===== src/rtl/plru_array.sv =====
// plru_array: per-set tree pseudo-LRU state with registered lookup and pipelined touch
module plru_array #(
    parameter int S_INDEX = 4,
    parameter int WAYS = 4,
    localparam int WAY_W = $clog2(WAYS),
    localparam int NUM_SETS = 2**S_INDEX
) (
    input  logic               clk0,
    input  logic               rst0,
    input  logic               clr,
    input  logic               csb0,
    input  logic [S_INDEX-1:0] addr0,
    input  logic [WAYS-1:0]    valid0,
    output logic [WAY_W-1:0]   victim0,
    output logic [WAYS-2:0]    state0,
    input  logic               csb1,
    input  logic [S_INDEX-1:0] addr1,
    input  logic [WAY_W-1:0]   way1
);
    logic [WAYS-2:0]    tree [NUM_SETS];
    logic [S_INDEX-1:0] la, pa;
    logic [WAYS-1:0]    lv;
    logic               pv;
    logic [WAY_W-1:0]   pw, tv;
    logic [WAYS-2:0]    upd, cur;

    function automatic logic [WAYS-2:0] touch(input logic [WAYS-2:0] s, input logic [WAY_W-1:0] w);
        int n;
        n = 0;
        touch = s;
        for (int l = 0; l < WAY_W; l++) begin
            touch[n] = !w[WAY_W-1-l];
            n = 2*n + 1 + int'(w[WAY_W-1-l]);
        end
    endfunction

    function automatic logic [WAY_W-1:0] walk(input logic [WAYS-2:0] s);
        int n;
        n = 0;
        walk = '0;
        for (int l = 0; l < WAY_W; l++) begin
            walk[WAY_W-1-l] = s[n];
            n = 2*n + 1 + int'(s[n]);
        end
    endfunction

    // A pending touch to the looked-up set is forwarded ahead of its array write
    always_comb begin
        upd = touch(tree[pa], pw);
        cur = (pv && pa == la) ? upd : tree[la];
        tv = walk(cur);
        victim0 = tv;
        for (int i = WAYS-1; i >= 0; i--)
            if (!lv[i]) victim0 = WAY_W'(i);
        state0 = cur;
    end

    always_ff @(posedge clk0) begin
        if (rst0) begin
            for (int i = 0; i < NUM_SETS; i++) tree[i] <= '0;
            pv <= 1'b0;
            la <= '0;
            lv <= '1;
        end else begin
            if (clr) begin
                for (int i = 0; i < NUM_SETS; i++) tree[i] <= '0;
            end else if (pv) begin
                tree[pa] <= upd;
            end
            if (!csb0) begin
                la <= addr0;
                lv <= valid0;
            end
            pv <= !csb1 && !clr;
            if (!csb1) begin
                pa <= addr1;
                pw <= way1;
            end
        end
    end
endmodule

===== config.mk =====
export PLATFORM = sky130hd
export DESIGN_NAME = plru_array
export DESIGN_NICKNAME = d
export VERILOG_FILES = /design/src/rtl/plru_array.sv
export SDC_FILE = /design/constraint.sdc
export NUM_CORES = 1
export LEC_CHECK = 0
export BUFFER_PORTS_ARGS = -buffer_cell sky130_fd_sc_hd__buf_2
export CORE_MARGIN = 1
export CORE_UTILIZATION = 35
export CTS_CLUSTER_DIAMETER = 30
export CTS_CLUSTER_SIZE = 12
export DETAILED_ROUTE_END_ITERATION = 10
export PLACE_DENSITY = 0.58
export SLEW_MARGIN = 20
export SYNTH_ARGS = -nofsm -noshare
export SYNTH_HDL_FRONTEND = slang
export SYNTH_SLANG_ARGS = --single-unit

===== constraint.sdc =====
create_clock -name clk0 -period 3.26 [get_ports clk0]
set_clock_uncertainty 0.15 [all_clocks]
set_input_delay 0.652 -clock clk0 [delete_from_list [all_inputs] [get_ports clk0]]
set_output_delay 0.652 -clock clk0 [all_outputs]
set_load 0.02 [all_outputs]

==> metrics.yaml, run 1 <==
outcome: "finished, violations left"
violations: "setup timing"
grtUsageTotal: 0.1612
reg2reg_setup_slack_ns: 1.00
grt_pass1_wl_microns: 11600
setup_viol: 1
hp-class: "input pin to register"
gp_congestion: 0.8178
min_from: "clr"
yosysTopAreaCell: "edfxtp_1"
clk_pin_slew_ns: 0.07
r2r-end: "tree[7][2]"
power_density_nw_per_um2: 508.2
start_util: 0.3647
maxCapViolCount: 0
vias: 2165
die_w_microns: 100.4
m1WireLength_microns: 3143
cts_buffers: 9
fin_hold_ws_ns: 0.3319
critPathMaxFanout: 15
wl_microns: 7437
min_period_ns: 3.472
die_area_sq_um: 10070
place_ws_ns: 0.1367
hold_viol_final: 0
io_pins: 24
yosysSeqAreaShare: 0.5795
syn_to_final_growth_pct: 16.00
syn_avg_cell_area_sq_um: 12.68
grt_max_degree: 18
gr-total-overflow: 0
vias_per_cell: 5.012
whs_endpoint: "pv"
synth_area_leaders: "edfxtp_1 (48%), mux4_2 (11%), dfxtp_1 (10%), mux2i_1 (8.6%), nor2_1 (6.2%)"
fin_nets: 317
post-route-period-util: 1.065
antenna_left: 0
io_buffers: 23
fin_ws_ns: -0.2124
drc: 0
dp_hpwl_microns: 5457
routedWlPerCell_microns: 17.22
yosysWarnings: 0
fmax_ghz: 0.2880
critPathArrivalTime_ns: 2.67
crit_path_end_kind: "output pin"
critPathKind: "register to output pin"
final_max_slew_viol_count: 0
irDropWorstVdd_uv: 255.8
routed.top_layer: "met4"
drt_iter0_markers: 193
antenna_found_initial: 0
synth.top_cell.area_share: 0.4789
fillCellCount: 900
critical_path_required_ns: 2.46
grt_pass1_vias: 2172
h-tree-depth: 3
wl_met2_microns: 3666
core_area_sq_um: 9284
reg2reg_depth: 7
clock-root-buffer: "clkbuf_8"
synth_area_sq_um: 3386
tightest_slew_ns: 0.7729
clock_tree.buffer_depth: 2
syn-num-nets: 286
synth.most_common_cell: "nor2_1"
syn_inst: 267
synthArstFlopShare: 0
yosysUniqueCellTypes: 28
rows: 35
diodes: 0
start_kind: "register"
clk_latency_ns: 0.35
synth_edf_count: 54
clock-sinks: 71
wl_met3_microns: 517
ys_seq_elements: 71
die_y_microns: 100.4
tritoncts: "built"
rsz0062_at_grt: "yes"
cts_hold_buffers: 0
drive_gt1_frac: 0.2541
holdPathStages: 2
ys.flop_type: "edfxtp_1"
max-slew-margin-rel: 0.4828
synth_common_cells: "nor2_1 (56), edfxtp_1 (54), nand2_1 (32), mux2i_1 (29), dfxtp_1 (17)"
power.leakage_uw: 0.001562
dr.pass1.iters: 4
[report_power, final]
part           switching (uW)  internal [uW]  leakage [uW]  total, uW
clock                     315            388      0.000107        704
combinational             128            112      0.000722        240
sequential               37.1           1020      0.000733       1050
total                     480           1520       0.00156       2000
[metal layers]
layer,up-vias,track usage
li1,1031,-
met1,1047,0.2134
met2,78,0.2582
met3,9,0.02994
met4,0,0.07246
met5,-,0
[area by class of cell]
| cell class | count | area (sq um) | area share |
|---|---|---|---|
| sequential | 71 | 1963 | 0.4998 |
| multi-input combinational | 176 | 1330 | 0.3386 |
| timing repair buffer | 36 | 252.7 | 0.06435 |
| clock buffer | 14 | 195.2 | 0.04970 |
| tap | 129 | 161.4 | 0.04110 |
| inverter | 4 | 15.01 | 0.003823 |
| clock inverter | 2 | 10.01 | 0.002549 |
[critical path, cell delays in order, from the launching register on]
cell	delay [ns]
dfxtp_2	0.33
buf_12	0.15
mux2i_1	0.12
mux4_2	0.48
a221o_1	0.37
mux2_4	0.29
mux2_2	0.27
a31oi_2	0.16
buf_4	0.16
[placed cells by master, fill, tap and decap left out, types with 7 or more instances in the layout]
cell	instances
nor2b_1	9
mux2_2	7
edfxtp_1	54
mux4_2	16
nand2_1	32
dfxtp_1	16
clkbuf_8	10
nor2_1	56
buf_4	11
buf_2	22
mux2i_1	28
[through the flow]
step	area, sq um	utilization	power (uW)	std cells	setup TNS (ns)
final	3928	0.4230	1996	432	-0.2124
after floorplan	3396	-	1229	267	0
after global routing	3928	0.4230	2065	432	-0.2885
after CTS	3916	0.4218	2010	431	-0.2217
after detailed placement	3707	0.3993	1310	415	0
after global placement	3707	0.3993	1308	415	0
[cell families (layout without fill, tap and decap cells)]
group | Yosys count | count (layout) | synth area share
AND/OR/NAND/NOR | 109 | 109 | 0.1349
flip-flops | 71 | 71 | 0.5795
multiplexers | 53 | 53 | 0.2188
buffers and inverters | 20 | 56 | 0.03178
AO/OA/AOI/OAI | 10 | 10 | 0.02476
XOR/XNOR | 4 | 4 | 0.01035
[how the worst max path moves through the flow]
stage | from | to | depth (start not counted)
after floorplan | register | victim0[0] | 9
after global placement | register | victim0[0] | 8
after detailed placement | register | victim0[0] | 8
after CTS | register | victim0[0] | 8
after global routing | register | victim0[0] | 8
final | register | victim0[0] | 8
[what timing repair did]
action	4_1_cts	5_1_grt
setup buffers	0	1
pin swaps	0	2
resized for setup	2	1
endpoints found under the setup margin	1	1
No activity file was read; power rests on OpenSTA's default activity.
==> inputs of run 2 (changes only) <==
--- a/config.mk
+++ b/config.mk
@@ -5,6 +5,7 @@
 export SDC_FILE = /design/constraint.sdc
 export NUM_CORES = 1
 export LEC_CHECK = 0
+export ABC_AREA = 1
 export BUFFER_PORTS_ARGS = -buffer_cell sky130_fd_sc_hd__buf_2
 export CORE_MARGIN = 1
 export CORE_UTILIZATION = 35
==> run 2 against run 1 <==
The run now ends clean. Sequential share of layout area is 1.6 points lower. Count of clock-buffer cells in the layout grew 1. Global-route usage up 1.7 points. Critical path type unchanged. Area after synthesis rose by 7.2%. Total power increased by 4.0%. Largest cell class unchanged. Largest power group unchanged. Setup slack better by 0.48 ns.
==> metrics.yaml, run 2 <==
outcome: "complete, no violations"
cts_buffers: 9
layout_common_cells: "nand2_1 (107), nor2_1 (85), edfxtp_1 (54), nand3_1 (46), inv_1 (25)"
worst_path_largest_cell_delay_ns: 0.44
fin_hold_ws_ns: 0.3189
die_w_microns: 103.8
crit_chain: "inv_1, o21ai_0, nor2_1, nand2_1, nor2_2, inv_1, nand3_1, nand3_1, nand3_1, nand2_1, a21oi_2, buf_2"
synth_edf_count: 54
place_area_sq_um: 3844
syn_inst: 425
fillCellCount: 1043
yosysWarnings: 0
start_kind: "register"
core_area_sq_um: 9910
path_buf_inv: 3
synth_area_sq_um: 3628
drive_gt1_frac: 0.1681
dp_hpwl_microns: 6615
final_common_cell: "nand2_1"
syn_avg_cell_area_sq_um: 8.538
ys_seq_elements: 71
maxCapViolCount: 0
post-route-period-util: 0.9194
routedWlPerCell_microns: 15.46
gr-total-overflow: 0
h-tree-depth: 3
grt_max_degree: 25
final.setup.tns_ns: 0
holdPathStages: 2
postCtsSetupRepairBufs: 0
clk_latency_ns: 0.35
clk_pin_slew_ns: 0.07
synthArstFlopShare: 0
irDropWorstVdd_uv: 229.2
critical_path_required_ns: 2.46
critPathMaxFanout: 6
cp_slowest_cell: "edfxtp_1"
cpMostUsedCell: "nand3_1"
synth.most_common_cell: "nand2_1"
gp_congestion: 0.9033
fmax_ghz: 0.3337
diodes: 0
synth.top_cell.area_share: 0.4469
die_y_microns: 103.8
power_density_nw_per_um2: 511.4
crit_path_end_kind: "output pin"
final_max_slew_viol_count: 0
fin_util: 0.4096
fin_area_sq_um: 4059
clock-sinks: 71
rows: 36
grt_pass1_vias: 2775
hp-class: "input pin to register"
drt_iter0_markers: 258
io_buffers: 23
synth_area_leaders: "edfxtp_1 (45%), nand2_1 (11%), dfxtp_1 (9.4%), nor2_1 (8.8%), nand3_1 (6.3%)"
critPathArrivalTime_ns: 2.20
drc: 0
yosysSeqAreaShare: 0.5407
clock-root-buffer: "clkbuf_8"
setup_viol: 0
wl_microns: 9137
start_util: 0.3662
syn-num-nets: 444
dr.pass1.iters: 5
cp-startpoint: "pa[3]"
clock_tree.buffer_depth: 2
grtUsageTotal: 0.1780
fin_nets: 472
tightest_slew_ns: 0.9509
vias_per_cell: 5.015
grt_pass1_wl_microns: 14610
critPathKind: "register to output pin"
antenna_found_initial: 0
vias: 2964
min_from: "csb1"
min_period_ns: 2.997
fin_ws_ns: 0.2628
yosysUniqueCellTypes: 32
reg2reg_depth: 10
syn_to_final_growth_pct: 11.86
die_area_sq_um: 10780
io_pins: 24
synth_common_cells: "nand2_1 (107), nor2_1 (85), edfxtp_1 (54), nand3_1 (46), inv_1 (25)"
max-slew-margin-rel: 0.3638
ys.flop_type: "edfxtp_1"
cts_hold_buffers: 0
cp_top_family: "simple AND/OR/NAND/NOR gates"
path_depth: 12
power.leakage_uw: 0.001676
yosysTopAreaCell: "edfxtp_1"
antenna_left: 0
rsz0062_at_grt: "no"
tritoncts: "built"
place_ws_ns: 0.5120
hold_viol_final: 0
-- run 2: cell count changes after synthesis, sizes merged, moves of 16 or more --
cell,before,now
mux2i,29,0
nor2,56,87
o21ai,1,27
nand2,32,122
nand3,5,48
inv,4,29
mux4,16,0
-- run 2: worst reg2reg max path, cell delays in order, from the launching register on --
cell      delay, ns
dfxtp_1        0.31
buf_4          0.26
inv_8          0.12
nand2_1        0.08
nand3_1        0.08
nand3_1        0.11
nand2_1        0.08
nand2_1        0.08
nand2_2        0.07
a21boi_4       0.52
nor2_1         0.10
-- run 2: routing by layer --
metal  part of all wire  wire, microns  global-route usage
met4              0.023            209             0.07959
met2               0.45           4092              0.2781
met3              0.052            475             0.02643
met1               0.48           4360              0.2441
met5                  0              0                   0
-- run 2: where the power goes --
part / total, uW / internal, uW / leakage (uW) / switching, uW
sequential: 1060 / 1020 / 0.000734 / 42.5
clock: 728 / 407 / 0.000111 / 321
combinational: 288 / 93.6 / 0.000831 / 194
total: 2080 / 1520 / 0.00168 / 558
-- run 2: final cells by class --
class	instances	area [sq um]	share of cell area
Clock buffer	15	207.7	0.05117
Clock inverter	1	6.256	0.001541
Inverter	29	118.9	0.02928
Multi-Input combinational cell	308	1399	0.3446
Sequential cell	71	1963	0.4837
Tap cell	133	166.4	0.04100
Timing Repair Buffer	34	197.7	0.04871
-- run 2: cell families (layout without fill, tap and decap cells) --
kind of cell,count (synthesis),count (layout),share of synthesized area
simple gates,264,264,0.3072
compound gates,43,43,0.07586
flops,71,71,0.5407
xor+xnor,1,1,0.002414
buf+inv,46,79,0.07379
-- run 2: worst paths after layout --
check | endpoint | slack [ns]
worst min register to register | lv[3] | 0.35
worst min-delay path | pv | 0.32
worst max-delay path | victim0[0] | 0.26
worst max register to register | tree[10][2] | 1.03
-- run 2: repair_timing --
action                                  4_1_cts  5_1_grt
hold endpoints to repair                      0        0
gates resized for setup                       0        1
endpoints found under the setup margin        0        1
-- run 2: stage by stage --
stage | power [uW] | std cells
after floorplan | 1285 | 425
after global placement | 1360 | 575
after detailed placement | 1364 | 575
after CTS | 2086 | 591
after global routing | 2161 | 591
final | 2076 | 591
